[config.mk]
export PLATFORM = sky130hd
export DESIGN_NAME = write_back_unit_flat
export DESIGN_NICKNAME = d
export VERILOG_FILES = /design/src/rtl/write_back_unit_if.sv /design/src/rtl/write_back_unit.sv /design/src/flat_wrapper.sv
export SDC_FILE = /design/constraint.sdc
export NUM_CORES = 1
export LEC_CHECK = 0
export ABC_AREA = 1
export CORE_UTILIZATION = 30
export CTS_BUF_LIST = sky130_fd_sc_hd__clkbuf_8
export DETAILED_ROUTE_END_ITERATION = 16
export SLEW_MARGIN = 5
export SYNTH_ARGS = -nofsm -noshare
export SYNTH_HDL_FRONTEND = slang
export SYNTH_SLANG_ARGS = --single-unit
export TNS_END_PERCENT = 30
[constraint.sdc]
create_clock -name clock -period 2 [get_ports clock]
set_clock_uncertainty 0.2 [all_clocks]
set_input_delay 0.5 -clock clock [delete_from_list [all_inputs] [get_ports clock]]
set_output_delay 0.5 -clock clock [all_outputs]
set_load 0.01 [all_outputs]
[src/rtl/write_back_unit_if.sv]
// Bundle between the execute/memory side and the write-back stage: producer
// inputs, register-file write port, hazard mask, stall and error flag.
interface write_back_unit_if #(
  parameter int unsigned DATA_WIDTH = 32,
  parameter int unsigned GPR_WIDTH  = 3
) ();
  localparam int unsigned NUM_REGS = 1 << GPR_WIDTH;

  logic                  exec_valid;
  logic [GPR_WIDTH-1:0]  exec_dest;
  logic [DATA_WIDTH-1:0] exec_data;
  logic                  load_issue;
  logic [GPR_WIDTH-1:0]  load_dest;
  logic                  mem_valid;
  logic [DATA_WIDTH-1:0] mem_data;
  logic                  write_enable;
  logic [GPR_WIDTH-1:0]  write_address;
  logic [DATA_WIDTH-1:0] write_data;
  logic [NUM_REGS-1:0]   pending_mask;
  logic                  stall;
  logic                  protocol_error;

  modport master (
    output exec_valid, exec_dest, exec_data,
    output load_issue, load_dest, mem_valid, mem_data,
    input  write_enable, write_address, write_data,
    input  pending_mask, stall, protocol_error
  );

  modport slave (
    input  exec_valid, exec_dest, exec_data,
    input  load_issue, load_dest, mem_valid, mem_data,
    output write_enable, write_address, write_data,
    output pending_mask, stall, protocol_error
  );
endinterface

[src/rtl/write_back_unit.sv]
// Register-file write side: arbitrates load responses, skidded and fresh ALU
// results onto one write port, tracks outstanding load destinations.
module write_back_unit #(
  parameter int unsigned DATA_WIDTH = 32,
  parameter int unsigned GPR_WIDTH  = 3,
  parameter int unsigned LOAD_DEPTH = 2
) (
  input  logic              clock,
  input  logic              reset,
  write_back_unit_if.slave  bus
);
  localparam int unsigned NUM_REGS = 1 << GPR_WIDTH;
  localparam int unsigned PTR_W    = (LOAD_DEPTH > 1) ? $clog2(LOAD_DEPTH) : 1;
  localparam int unsigned CNT_W    = $clog2(LOAD_DEPTH + 1);

  logic [GPR_WIDTH-1:0]  fifo_q [LOAD_DEPTH];
  logic [GPR_WIDTH-1:0]  fifo_d [LOAD_DEPTH];
  logic [PTR_W-1:0]      rd_ptr_q, rd_ptr_d, wr_ptr_q, wr_ptr_d;
  logic [CNT_W-1:0]      count_q, count_d;
  logic                  skid_valid_q, skid_valid_d;
  logic [GPR_WIDTH-1:0]  skid_dest_q, skid_dest_d;
  logic [DATA_WIDTH-1:0] skid_data_q, skid_data_d;
  logic                  wr_en_q, wr_en_d;
  logic [GPR_WIDTH-1:0]  wr_addr_q, wr_addr_d;
  logic [DATA_WIDTH-1:0] wr_data_q, wr_data_d;
  logic                  err_q, err_d;

  logic                  stall_c;
  logic                  fifo_full_c, fifo_empty_c;
  logic                  exec_ok_c, load_ok_c, mem_ok_c, illegal_c;
  logic [NUM_REGS-1:0]   pending_c;
  logic [PTR_W-1:0]      offset_c;

  // Qualify requests against registered state only
  always_comb begin
    fifo_full_c  = (count_q == CNT_W'(LOAD_DEPTH));
    fifo_empty_c = (count_q == '0);
    stall_c      = skid_valid_q | fifo_full_c;
    exec_ok_c    = bus.exec_valid & ~stall_c;
    load_ok_c    = bus.load_issue & ~stall_c;
    mem_ok_c     = bus.mem_valid & ~fifo_empty_c;
    illegal_c    = (bus.exec_valid & stall_c) | (bus.load_issue & stall_c) |
                   (bus.mem_valid & fifo_empty_c);
  end

  // Pending mask: entries between read pointer and read pointer + count
  always_comb begin
    pending_c = '0;
    offset_c  = '0;
    for (int unsigned i = 0; i < LOAD_DEPTH; i++) begin
      offset_c = PTR_W'(PTR_W'(i) - rd_ptr_q);
      if (CNT_W'(offset_c) < count_q) pending_c[fifo_q[i]] = 1'b1;
    end
  end

  // Write-port arbitration, skid capture and FIFO update
  always_comb begin
    fifo_d       = fifo_q;
    rd_ptr_d     = rd_ptr_q;
    wr_ptr_d     = wr_ptr_q;
    count_d      = count_q;
    skid_valid_d = skid_valid_q;
    skid_dest_d  = skid_dest_q;
    skid_data_d  = skid_data_q;
    wr_en_d      = 1'b0;
    wr_addr_d    = wr_addr_q;
    wr_data_d    = wr_data_q;
    err_d        = err_q | illegal_c;

    if (mem_ok_c) begin
      wr_en_d   = 1'b1;
      wr_addr_d = fifo_q[rd_ptr_q];
      wr_data_d = bus.mem_data;
      rd_ptr_d  = rd_ptr_q + PTR_W'(1);
      if (exec_ok_c) begin
        skid_valid_d = 1'b1;
        skid_dest_d  = bus.exec_dest;
        skid_data_d  = bus.exec_data;
      end
    end else if (skid_valid_q) begin
      wr_en_d      = 1'b1;
      wr_addr_d    = skid_dest_q;
      wr_data_d    = skid_data_q;
      skid_valid_d = 1'b0;
    end else if (exec_ok_c) begin
      wr_en_d   = 1'b1;
      wr_addr_d = bus.exec_dest;
      wr_data_d = bus.exec_data;
    end

    if (load_ok_c) begin
      fifo_d[wr_ptr_q] = bus.load_dest;
      wr_ptr_d         = wr_ptr_q + PTR_W'(1);
    end

    case ({load_ok_c, mem_ok_c})
      2'b10:   count_d = count_q + CNT_W'(1);
      2'b01:   count_d = count_q - CNT_W'(1);
      default: count_d = count_q;
    endcase
  end

  always_ff @(posedge clock or negedge reset) begin
    if (!reset) begin
      for (int unsigned i = 0; i < LOAD_DEPTH; i++) fifo_q[i] <= '0;
      rd_ptr_q     <= '0;
      wr_ptr_q     <= '0;
      count_q      <= '0;
      skid_valid_q <= 1'b0;
      skid_dest_q  <= '0;
      skid_data_q  <= '0;
      wr_en_q      <= 1'b0;
      wr_addr_q    <= '0;
      wr_data_q    <= '0;
      err_q        <= 1'b0;
    end else begin
      fifo_q       <= fifo_d;
      rd_ptr_q     <= rd_ptr_d;
      wr_ptr_q     <= wr_ptr_d;
      count_q      <= count_d;
      skid_valid_q <= skid_valid_d;
      skid_dest_q  <= skid_dest_d;
      skid_data_q  <= skid_data_d;
      wr_en_q      <= wr_en_d;
      wr_addr_q    <= wr_addr_d;
      wr_data_q    <= wr_data_d;
      err_q        <= err_d;
    end
  end

  assign bus.write_enable   = wr_en_q;
  assign bus.write_address  = wr_addr_q;
  assign bus.write_data     = wr_data_q;
  assign bus.pending_mask   = pending_c;
  assign bus.stall          = stall_c;
  assign bus.protocol_error = err_q;
endmodule

[src/flat_wrapper.sv]
// flat-port wrapper written by rule: the top's interface ports become plain ports
module write_back_unit_flat 
#(
  parameter int unsigned DATA_WIDTH = 32,
  parameter int unsigned GPR_WIDTH  = 3,
  parameter int unsigned LOAD_DEPTH = 2
)
  (clock, reset, bus_exec_valid, bus_exec_dest, bus_exec_data, bus_load_issue, bus_load_dest, bus_mem_valid, bus_mem_data, bus_write_enable, bus_write_address, bus_write_data, bus_pending_mask, bus_stall, bus_protocol_error);
  write_back_unit_if #(.DATA_WIDTH(DATA_WIDTH), .GPR_WIDTH(GPR_WIDTH)) bus_i ();
  input  logic clock;
  input  logic reset;
  input wire logic [$bits(bus_i.exec_valid)-1:0] bus_exec_valid;
  input wire logic [$bits(bus_i.exec_dest)-1:0] bus_exec_dest;
  input wire logic [$bits(bus_i.exec_data)-1:0] bus_exec_data;
  input wire logic [$bits(bus_i.load_issue)-1:0] bus_load_issue;
  input wire logic [$bits(bus_i.load_dest)-1:0] bus_load_dest;
  input wire logic [$bits(bus_i.mem_valid)-1:0] bus_mem_valid;
  input wire logic [$bits(bus_i.mem_data)-1:0] bus_mem_data;
  output wire logic [$bits(bus_i.write_enable)-1:0] bus_write_enable;
  output wire logic [$bits(bus_i.write_address)-1:0] bus_write_address;
  output wire logic [$bits(bus_i.write_data)-1:0] bus_write_data;
  output wire logic [$bits(bus_i.pending_mask)-1:0] bus_pending_mask;
  output wire logic [$bits(bus_i.stall)-1:0] bus_stall;
  output wire logic [$bits(bus_i.protocol_error)-1:0] bus_protocol_error;
  assign bus_i.exec_valid = bus_exec_valid;
  assign bus_i.exec_dest = bus_exec_dest;
  assign bus_i.exec_data = bus_exec_data;
  assign bus_i.load_issue = bus_load_issue;
  assign bus_i.load_dest = bus_load_dest;
  assign bus_i.mem_valid = bus_mem_valid;
  assign bus_i.mem_data = bus_mem_data;
  assign bus_write_enable = bus_i.write_enable;
  assign bus_write_address = bus_i.write_address;
  assign bus_write_data = bus_i.write_data;
  assign bus_pending_mask = bus_i.pending_mask;
  assign bus_stall = bus_i.stall;
  assign bus_protocol_error = bus_i.protocol_error;
  write_back_unit #(.DATA_WIDTH(DATA_WIDTH), .GPR_WIDTH(GPR_WIDTH), .LOAD_DEPTH(LOAD_DEPTH)) u_core (.clock(clock), .reset(reset), .bus(bus_i));
endmodule
Word-level counts from Yosys, hierarchy flattened. Index checks and enable logic that the tools add are counted.

Add/sub/neg operators: 6. Order comparisons: 9. Equal/unequal tests: 4. Multiplexer cells: 24. Bitwise gates (word level): 15. Reduce and logical (&&, ||, !) cells: 7.

Operators with widths (count): 2-to-1 mux 32 bit (3); 2-to-1 mux 3 bit (7); 2-to-1 mux 8 bit (2); < comparator 3 x 4 -> 1 bit (second input constant) (2); bitwise OR 8 bit (1); 2-to-1 mux 1 bit (7); AND 1 bit (6); bitwise mux 6 bit (1); demux 1 bit (select 3 bit) (2); greater-or-equal comparator 3 x 1 -> 1 bit (second input constant) (2); equality test 2 bit (second input constant) (2); greater-or-equal comparator 2 bit (second input constant) (2); < comparator 1 x 2 -> 1 bit (2); NOT 1 -> 2 bit (2); bitwise OR 1 bit (4); one-hot mux 2 bit (2 select lines) (1); demux 3 bit (select 1 bit) (1); logical AND 1 bit (3); nonzero test 3 bit (1); adder 1 bit (second input constant) (2); adder 2 x 1 -> 2 bit (second input constant) (1); equality test 2 x 1 -> 1 bit (second input constant) (1); logical NOT 2 bit (1); < comparator 2 x 1 -> 1 bit (second input constant) (1); other kinds (6) (8).

Register bits after elaboration: 83. Input port bits: 75. Output and inout port bits: 46. Word-level logic and storage cells: 77.

Logic depth before layout (Yosys ltp). Gate-level depths: netlist of run 1.

Word-level depth: 7. Gate-level depth with buffers: 10. Depth with buffers taken out: 9.

Worst setup path after synthesis of run 1. Ideal clock, no wire load.

Kind: reg2reg. From: register u_core.skid_valid_q. To: register u_core.count_q[1]. Library setup time: 0.123 ns. Data arrival time: 1.704 ns. Required time: 1.677 ns. Slack: -0.027 ns. Cell stages (with the launch flop): 11. Buffers on the path: 2. Clock period less this slack: 2.027 ns. Path through: dfrtp_1 buf_2 inv_2 buf_4 nand2_1 inv_2 nand2_1 ha_1 a21oi_1 nand2_1 xor2_1.

Cells in the longest elaborated chain, start to end: 5. Elaborated cells between the ends (all ways): 7. Classes of those cells: eq/ne (2); mux (1); bitwise (3); reduce/logical (1).

RTL lines: from (decl) (line write_back_unit.sv:20) `logic skid_valid_q, skid_valid_d;`; from (signal assigned) (line write_back_unit.sv:121) `skid_valid_q <= skid_valid_d;`; bitwise OR 1 bit (*) (line write_back_unit.sv:38) `stall_c = skid_valid_q | fifo_full_c;`; via bus_stall (line flat_wrapper.sv:23) `output wire logic [$bits(bus_i.stall)-1:0] bus_stall;`; NOT 1 bit (*) (line write_back_unit.sv:40) `load_ok_c = bus.load_issue & ~stall_c;`; AND 1 bit (*) (line write_back_unit.sv:40); equality test 2 x 1 -> 1 bit / equality test 2 bit (equally long branches) (line write_back_unit.sv:96) `case ({load_ok_c, mem_ok_c})`; one-hot mux 2 bit (2 select lines) / nonzero test 2 bit (equally long branches); to (signal assigned) (line write_back_unit.sv:120) `count_q <= count_d;`; to (decl) (line write_back_unit.sv:19) `logic [CNT_W-1:0] count_q, count_d;`.

Mark *: on every way through the listed nets, which the timed path passes. The rest lies on a longest branch. A chain may end at the register's enable or synchronous reset.

Worst setup path in the final report of run 1.
From: register u_core.count_q[0]. To: output bus_pending_mask[5].

Cells in the longest elaborated chain, start to end: 4. Elaborated cells between the ends (all ways): 5. Classes of those cells: order compare (2); mux (2); bitwise (1).

RTL lines: < comparator 1 x 2 -> 1 bit (line write_back_unit.sv:52) `if (CNT_W'(offset_c) < count_q) pending_c[fifo_q[i]] = 1'b1;`; 2-to-1 mux 8 bit (line write_back_unit.sv:52); bitwise OR 8 bit (no line); 2-to-1 mux 8 bit (*) (line write_back_unit.sv:52); to (decl) (line flat_wrapper.sv:22) `output wire logic [$bits(bus_i.pending_mask)-1:0] bus_pending_mask;`.

Every way passes the cells marked *; elsewhere a longest branch is shown, timed or not.

==> impl_results.md, run 1 <==
* Via count at ~4,600
* First-pass GRT wire length at about 23,000 µm
* Fillers at 1,509
* YS warnings at 0
* Flops & latches, synth at slightly above 80
* Residual DRC at 0
* Post-Synthesis Cells at between 600 and 700
* Num ports at between 100 and 150
* Post-synthesis cell type count at 22
* Mapped Area at between 4000 and 5000 µm²
* Pre-CTS WS at -168 ps
* Adder and majority gate portion of the synthesized area at 0.00277
* Leak pwr at ~3.6 nW
* Routed Antenna Nets at 0
* Most used DFF post-synth: dfrtp_1
* Critical path fanouts, max at 4
* Largest net degree at the start of global routing at 50
* Final WL at approximately 14,000 µm
* Initial Utilization at 0.309
* Wire per inst at around 14 µm
* Most frequent cells after synthesis: 363 x nand2_1, 83 x dfrtp_1, 75 x nand3_1
* Sink Count at 83
* EDFF count, synth at 0
* Gp weighted congestion at between 0.7 and 0.8
* Violations in the final reports: negative setup slack
* Async SR Flop Fraction at 1.00
* Clock-pin slew on the worst setup and hold paths at approximately 80 ps
* Crit. End Element: output pin
* Largest family of logic cells by synthesized area: simple AND/OR/NAND/NOR gates
* Most frequent cell after synthesis: nand2_1
* Critical path arrival at approximately 1400 ps
* Sequential-to-total area share from yosys stat at 0.460
* Clock Path Buffers at 2
* Antenna violations before repair at 0
* PortBufs at 120
* Die Wd at 125 µm
* Final Hold Fails at 0
* Root buffer cell: clkbuf_8
* Largest area contributor in the netlist: dfrtp_1
* Syn nets at a little over 700
* Setup violators final at 8
* Clock Latency Late Sink at between 300 and 400 ps
* Setup Crit Path Kind: reg -> out
* Die Y at approximately 120 µm
* Measured slew at the worst slew-check pin at ~580 ps
* RSZ-0062 raised after global routing: true
* CP peak stage delay at about 420 ps
* Synth area leaders: dfrtp_1 46%, nand2_1 30%, nand3_1 8.3%
* Fin util at 0.443
* Slowest CP cell: dfrtp_1
* Multi-input logic area at ~2200 µm²
* Post-Synth XOR/XNOR Area at 0.00583
* Average size of a mapped cell at 6.98 µm²
* Vias in the first global route at between 4,000 and 5,000
* Largest vdd supply drop at between 400 and 500 µV
* Relative slew slack at 0.613
* Worst Hold Class: reg -> reg
* Grt ovf at 0
* Rows at 44
* Synthesis-to-finish area growth at 43.4%
* Share of the synthesized area in the top cell type at 0.460
* Power, Total at 9.15 mW
* Vias per inst at approximately 4.7
* Router iterations before antenna repair at 5
* Critical path, cell by cell: buf_6 > a21oi_4 > nor2_4 > nand2_1 > o21ai_1 > buf_2
* Status: finished with violations
* Fin crit period at around 2100 ps
* Final period utilization at 1.06
* DP Wirelength at 9000 µm
* Total core area at around 15,000 µm²
* # H-tree levels at 3
* Post-Synth Simple-Gate Area at 0.417
* Die area at approximately 16,000 µm²
* Slew Viols, Final at 0
* Max Cap Violations at 0
* Diodes inserted at 0
* Initial DRC Count at between 200 and 250
* Mux share of post-synthesis cell area at 0
* Worst setup slack after layout at -125 ps
* Fraction of layout cells with a size suffix above 1 at 0.115
* Power per cell area at between 1000 and 1500 nW/µm²
* CTS tree: built
* Max Freq at between 0.4 and 0.5 GHz
* Synth Area in Compound Gates at 0.0499
* Required time worst endpoint at between 1000 and 1500 ps
* Setup TNS at -879 ps
* GRT Overall Usage at 0.186
* Nets at approximately 860
* Register Area at 2080 µm²
* CP startpoint kind: flop
* Worst hold slack at around 270 ps
* Num CTS Buffers at 9
[power breakdown]
part           internal [mW]  switching (mW)
registers               2.46           0.449
logic                   2.13            2.76
clock network          0.719           0.630
[cells in the final DEF (no fill, tap or decap), types with 2 or more instances in the layout]
cell type | netlist | final
buf_12 | 0 | 10
nand4_1 | 6 | 6
inv_2 | 3 | 4
nand2_2 | 1 | 5
dlymetal6s2s_1 | 0 | 23
bufinv_16 | 0 | 2
nand3_4 | 2 | 2
dlygate4sd2_1 | 0 | 13
clkdlybuf4s50_1 | 0 | 73
nor2_1 | 9 | 5
nand3_1 | 75 | 74
buf_6 | 7 | 6
buf_4 | 4 | 30
inv_1 | 11 | 13
nor2_4 | 0 | 5
buf_2 | 10 | 9
xor2_1 | 2 | 2
nand2_1 | 363 | 359
clkbuf_8 | 0 | 10
o21ai_0 | 41 | 36
o21ai_1 | 0 | 4
a21oi_1 | 4 | 3
dfrtp_1 | 83 | 83
[what timing repair did]
action                                  in CTS  in global routing
endpoints found under the hold margin       53                  0
gates resized for setup                     71                 28
hold buffers                                 1                  0
setup buffers                                2                  0
endpoints found under the setup margin      58                 65
pin swaps                                    7                  4
gates cloned                                 1                  0
[kinds of logic after synthesis]
| kind of cell | after synthesis |
|---|---|
| fa+ha+maj | 1 |
| compound gates | 45 |
| simple gates | 459 |
| flops | 83 |
| buf+inv | 55 |
| xor+xnor | 3 |
[sequential cells by signal, indices dropped and copies added (netlist names), 2 cells and up]
| register | cells |
|---|---|
| u_core.bus.write_data | 32 |
| u_core.bus.write_address | 3 |
| u_core.fifo_q | 6 |
| u_core.count_q | 2 |
| u_core.skid_data_q | 32 |
| u_core.skid_dest_q | 3 |
[cell type report]
| class | instances | share of cell area |
|---|---|---|
| multi-input cells | 509 | 0.343 |
| flip-flops and latches | 83 | 0.321 |
| repair buffers | 165 | 0.260 |
| well taps | 184 | 0.0356 |
| clock buffers | 10 | 0.0213 |
| clock inverters | 5 | 0.0110 |
| inverters | 14 | 0.00812 |
[critical path: cells and delay by family (launching register included)]
kind	cells	cell delay (ps)
DFF	1	420
and+or+nand+nor	2	140
AOI/OAI and AO/OA	2	240
buffers and inverters	2	260
[worst paths after layout]
path / startpoint / end / slack [ps] / cells after the start
max in group asynchronous: reset / u_core.skid_data_q[0] / 710 / 3
setup / recovery: u_core.count_q[0] / bus_pending_mask[5] / -120 / 6
hold reg to reg: u_core.bus.protocol_error / u_core.bus.protocol_error / 270 / 2
min in group asynchronous: reset / u_core.skid_data_q[21] / 290 / 2
hold / removal: u_core.bus.protocol_error / u_core.bus.protocol_error / 270 / 2
setup reg to reg: u_core.count_q[1] / u_core.count_q[1] / 40 / 9
[through the flow]
stage	cells	area, µm²
3_3_place_gp	952	6160
2_1_floorplan	646	4510
6_report	970	6470
4_1_cts	970	6390
3_5_place_dp	952	6160
5_1_grt	970	6470
[routing by layer]
metal  vias to the layer above  routed length (µm)  global-route usage
met3                        12                 644              0.0473
met5                         -                   0                   0
met2                       109                6400               0.295
met1                      2147                6710               0.256
met4                         0                 121              0.0383
li1                       2301                   -                   -
No activity file was read; power rests on OpenSTA's default activity.
==> run 2: changes to the inputs <==
--- a/config.mk
+++ b/config.mk
@@ -6,9 +6,13 @@
 export NUM_CORES = 1
 export LEC_CHECK = 0
 export ABC_AREA = 1
-export CORE_UTILIZATION = 30
+export CELL_PAD_IN_SITES_DETAIL_PLACEMENT = 0
+export CELL_PAD_IN_SITES_GLOBAL_PLACEMENT = 2
+export CORE_UTILIZATION = 24
 export CTS_BUF_LIST = sky130_fd_sc_hd__clkbuf_8
 export DETAILED_ROUTE_END_ITERATION = 16
+export GPL_TIMING_DRIVEN = 0
+export PLACE_DENSITY_LB_ADDON = 0.1
 export SLEW_MARGIN = 5
 export SYNTH_ARGS = -nofsm -noshare
 export SYNTH_HDL_FRONTEND = slang
==> impl_results.md, run 2 (synthesized netlist as in run 1, its figures left out) <==
* Router iterations before antenna repair at 11 (was 5)
* Residual DRC at 8 (was 0)
* Violations in the final reports: design-rule violations, negative setup slack (was negative setup slack)
* GR Util met3 at 0.0245 (was 0.0473)
* RSZ-0062 raised after global routing: true (unchanged)
* Via count at 4,590 (was 4,569)
* Sequential Power Share at 0.322 (was 0.318)
* CP startpoint kind: flop (unchanged)
* Status: finished with violations (unchanged)
* Most used routing layer: met2 (unchanged)
* Top cell by count, worst path: nand2_1
* Required time worst endpoint at 1300 ps (about the same)
* Cell Count, Final, Fillers Out at 1,023 (was 970)
* Final instance area at 6490 µm² (was 6470 µm²)
* Final WL at 15,400 µm (was 13,900 µm)
* Commonest non-fill, non-tap cells in the layout: 353 x nand2_1, 81 x dfrtp_1, 79 x clkdlybuf4s50_1 (was 359 x nand2_1, 83 x dfrtp_1, 74 x nand3_1)
* Num ports at 121 (unchanged)
* Critical path arrival at 1460 ps (was 1420 ps)
* Vias in the first global route at 4,614 (was 4,455)
* CTS tree: built (unchanged)
* Sink Count at 83 (unchanged)
* Internal Power at 5.25 mW (was 5.31 mW)
* Worst hold slack at 288 ps (was 273 ps)
* Critical path fanouts, max at 3 (was 4)
* Largest vdd supply drop at 403 µV (was 441 µV)
* DP Area at 6010 µm² (was 6160 µm²)
* Num CTS Buffers at 9 (unchanged)
* Worst Hold Class: reg -> reg (unchanged)
* Clk network pwr share at 0.152 (was 0.147)
* Final Hold Fails at 0 (unchanged)
* Slowest CP cell: dfrtp_1 (unchanged)
* Relative slew slack at 0.584 (was 0.613)
* Clock Path Buffers at 2 (unchanged)
* First-pass GRT wire length at 24,700 µm (was 23,000 µm)
* M2 GR Usage at 0.284 (was 0.295)
* Die area at 19,300 µm² (was 15,500 µm²)
* CP peak stage delay at 380 ps (was 420 ps)
* Wire per inst at 15.1 µm (was 14.3 µm)
* Critical path, cell by cell: inv_2 > a21oi_4 > nor2_4 > buf_4 > nand2_1 > nand2_1 > buf_2 (was buf_6 > a21oi_4 > nor2_4 > nand2_1 > o21ai_1 > buf_2)
* GRT Overall Usage at 0.165 (was 0.186)
* Clock Latency Late Sink at 370 ps (about the same)
* Worst setup slack after layout at -159 ps (was -125 ps)
* # H-tree levels at 3 (unchanged)
* Root buffer cell: clkbuf_8 (unchanged)
* Gp weighted congestion at 0.727 (was 0.767)
* Switching power share of the total at 0.428 (was 0.419)
* Setup Crit Path Kind: reg -> out (unchanged)
* Logic gate share of total power at 0.527 (was 0.535)
* Grt ovf at 0 (unchanged)
* Die Wd at 139 µm (was 125 µm)
* Final period utilization at 1.08 (was 1.06)
* Fillers at 1,979 (was 1,509)
* Nets at 867 (was 858)
* GR Util met1 at 0.213 (was 0.256)
* Cell count after placement at 994 (was 952)
* Power, Total at 9.18 mW (was 9.15 mW)
* Rows at 49 (was 44)
* Routed Antenna Nets at 0 (unchanged)
* Synthesis-to-finish area growth at 43.9% (was 43.4%)
* Initial DRC Count at 226 (was 249)
* Die Y at 139 µm (was 125 µm)
* DP Wirelength at 11,100 µm (was 9000 µm)
* Max Freq at 0.463 GHz (was 0.471 GHz)
* Largest net degree at the start of global routing at 45 (was 50)
* Measured slew at the worst slew-check pin at 625 ps (was 580 ps)
* Crit. End Element: output pin (unchanged)
* PortBufs at 118 (was 120)
* Vias per inst at 4.49 (was 4.71)
* Max Cap Violations at 0 (unchanged)
* Diodes inserted at 0 (unchanged)
* Setup TNS at -1140 ps (was -879 ps)
* Power per cell area at 1410 nW/µm² (about the same)
* Slew Viols, Final at 0 (unchanged)
* Leak pwr at 3.52 nW (was 3.63 nW)
* Switch Pwr at 3.93 mW (was 3.83 mW)
* Antenna violations before repair at 0 (unchanged)
* Clock-pin slew on the worst setup and hold paths at 80 ps (about the same)
* Fin crit period at 2160 ps (was 2120 ps)
* Setup violators final at 8 (unchanged)
* Total core area at 18,200 µm² (was 14,600 µm²)
* Worst Path Buf+Inv at 3 (was 2)
* Family with the most delay on the worst path: flip-flops (unchanged)
* Fraction of layout cells with a size suffix above 1 at 0.120 (was 0.115)
* Initial Utilization at 0.248 (was 0.309)
* Most common cell after layout, fill and taps aside: nand2_1 (unchanged)
-- run 2: worst paths after layout --
path	from	end	slack, ps	cells past startpoint
max	u_core.rd_ptr_q	bus_pending_mask[1]	-160	7
min	u_core.bus.protocol_error	u_core.bus.protocol_error	290	2
max reg2reg	u_core.count_q[0]	u_core.bus.write_data[20]	120	9
min reg2reg	u_core.bus.protocol_error	u_core.bus.protocol_error	290	2
max in group asynchronous	reset	u_core.skid_data_q[31]	470	3
min in group asynchronous	reset	u_core.bus.write_data[22]	490	2
-- run 2: timing repair --
| item | CTS | global route |
|---|---|---|
| endpoints found under the setup margin | 22 | 76 |
| pin swaps | 8 | 7 |
| endpoints found under the hold margin | 43 | 0 |
| gates resized for setup | 73 | 51 |
| hold buffers | 1 | 0 |
| setup buffers | 8 | 7 |
-- run 2: through the flow --
stage,worst slack (ps),utilization
after floorplan,21.7,-
after global placement,-3180,0.328
after detailed placement,-705,0.330
after CTS,-217,0.346
after global routing,-232,0.356
final,-159,0.356
-- run 2: metal layers --
layer  vias to the layer above  wire, µm
met3                        17       566
met5                         -         0
li1                       2332         -
met4                         0       211
met2                        92      7540
met1                      2149      7080
-- run 2: worst register-to-register path, stage by stage, from the launching register on --
cell and delay, ps:
dfrtp_2 440, inv_2 120, buf_4 120, nand2_2 120, nand2_2 110, buf_6 170
nand3_4 180, buf_6 200, nand2_1 70, nand2_1 50
-- run 2: power groups by stage --
stage | logic [mW] | clock network (mW) | registers (mW)
final | 4.83 | 1.39 | 2.95
after CTS | 4.71 | 1.46 | 2.96
after global routing | 5.46 | 1.49 | 3.07
after detailed placement | 4.61 | 0 | 2.98
after floorplan | 2.50 | 0 | 3.03
after global placement | 4.55 | 0 | 2.95
-- run 2: area by class of cell --
| type | count | area [µm²] | share of cell area |
|---|---|---|---|
| Clock inverter | 3 | 63.8 | 0.00983 |
| Timing Repair Buffer | 135 | 1330 | 0.204 |
| Multi-Input combinational cell | 508 | 2250 | 0.347 |
| Inverter | 14 | 62.6 | 0.00964 |
| Sequential cell | 83 | 2080 | 0.320 |
| Clock buffer | 11 | 151 | 0.0233 |
| Buffer | 40 | 272 | 0.0418 |
| Tap cell | 229 | 287 | 0.0441 |
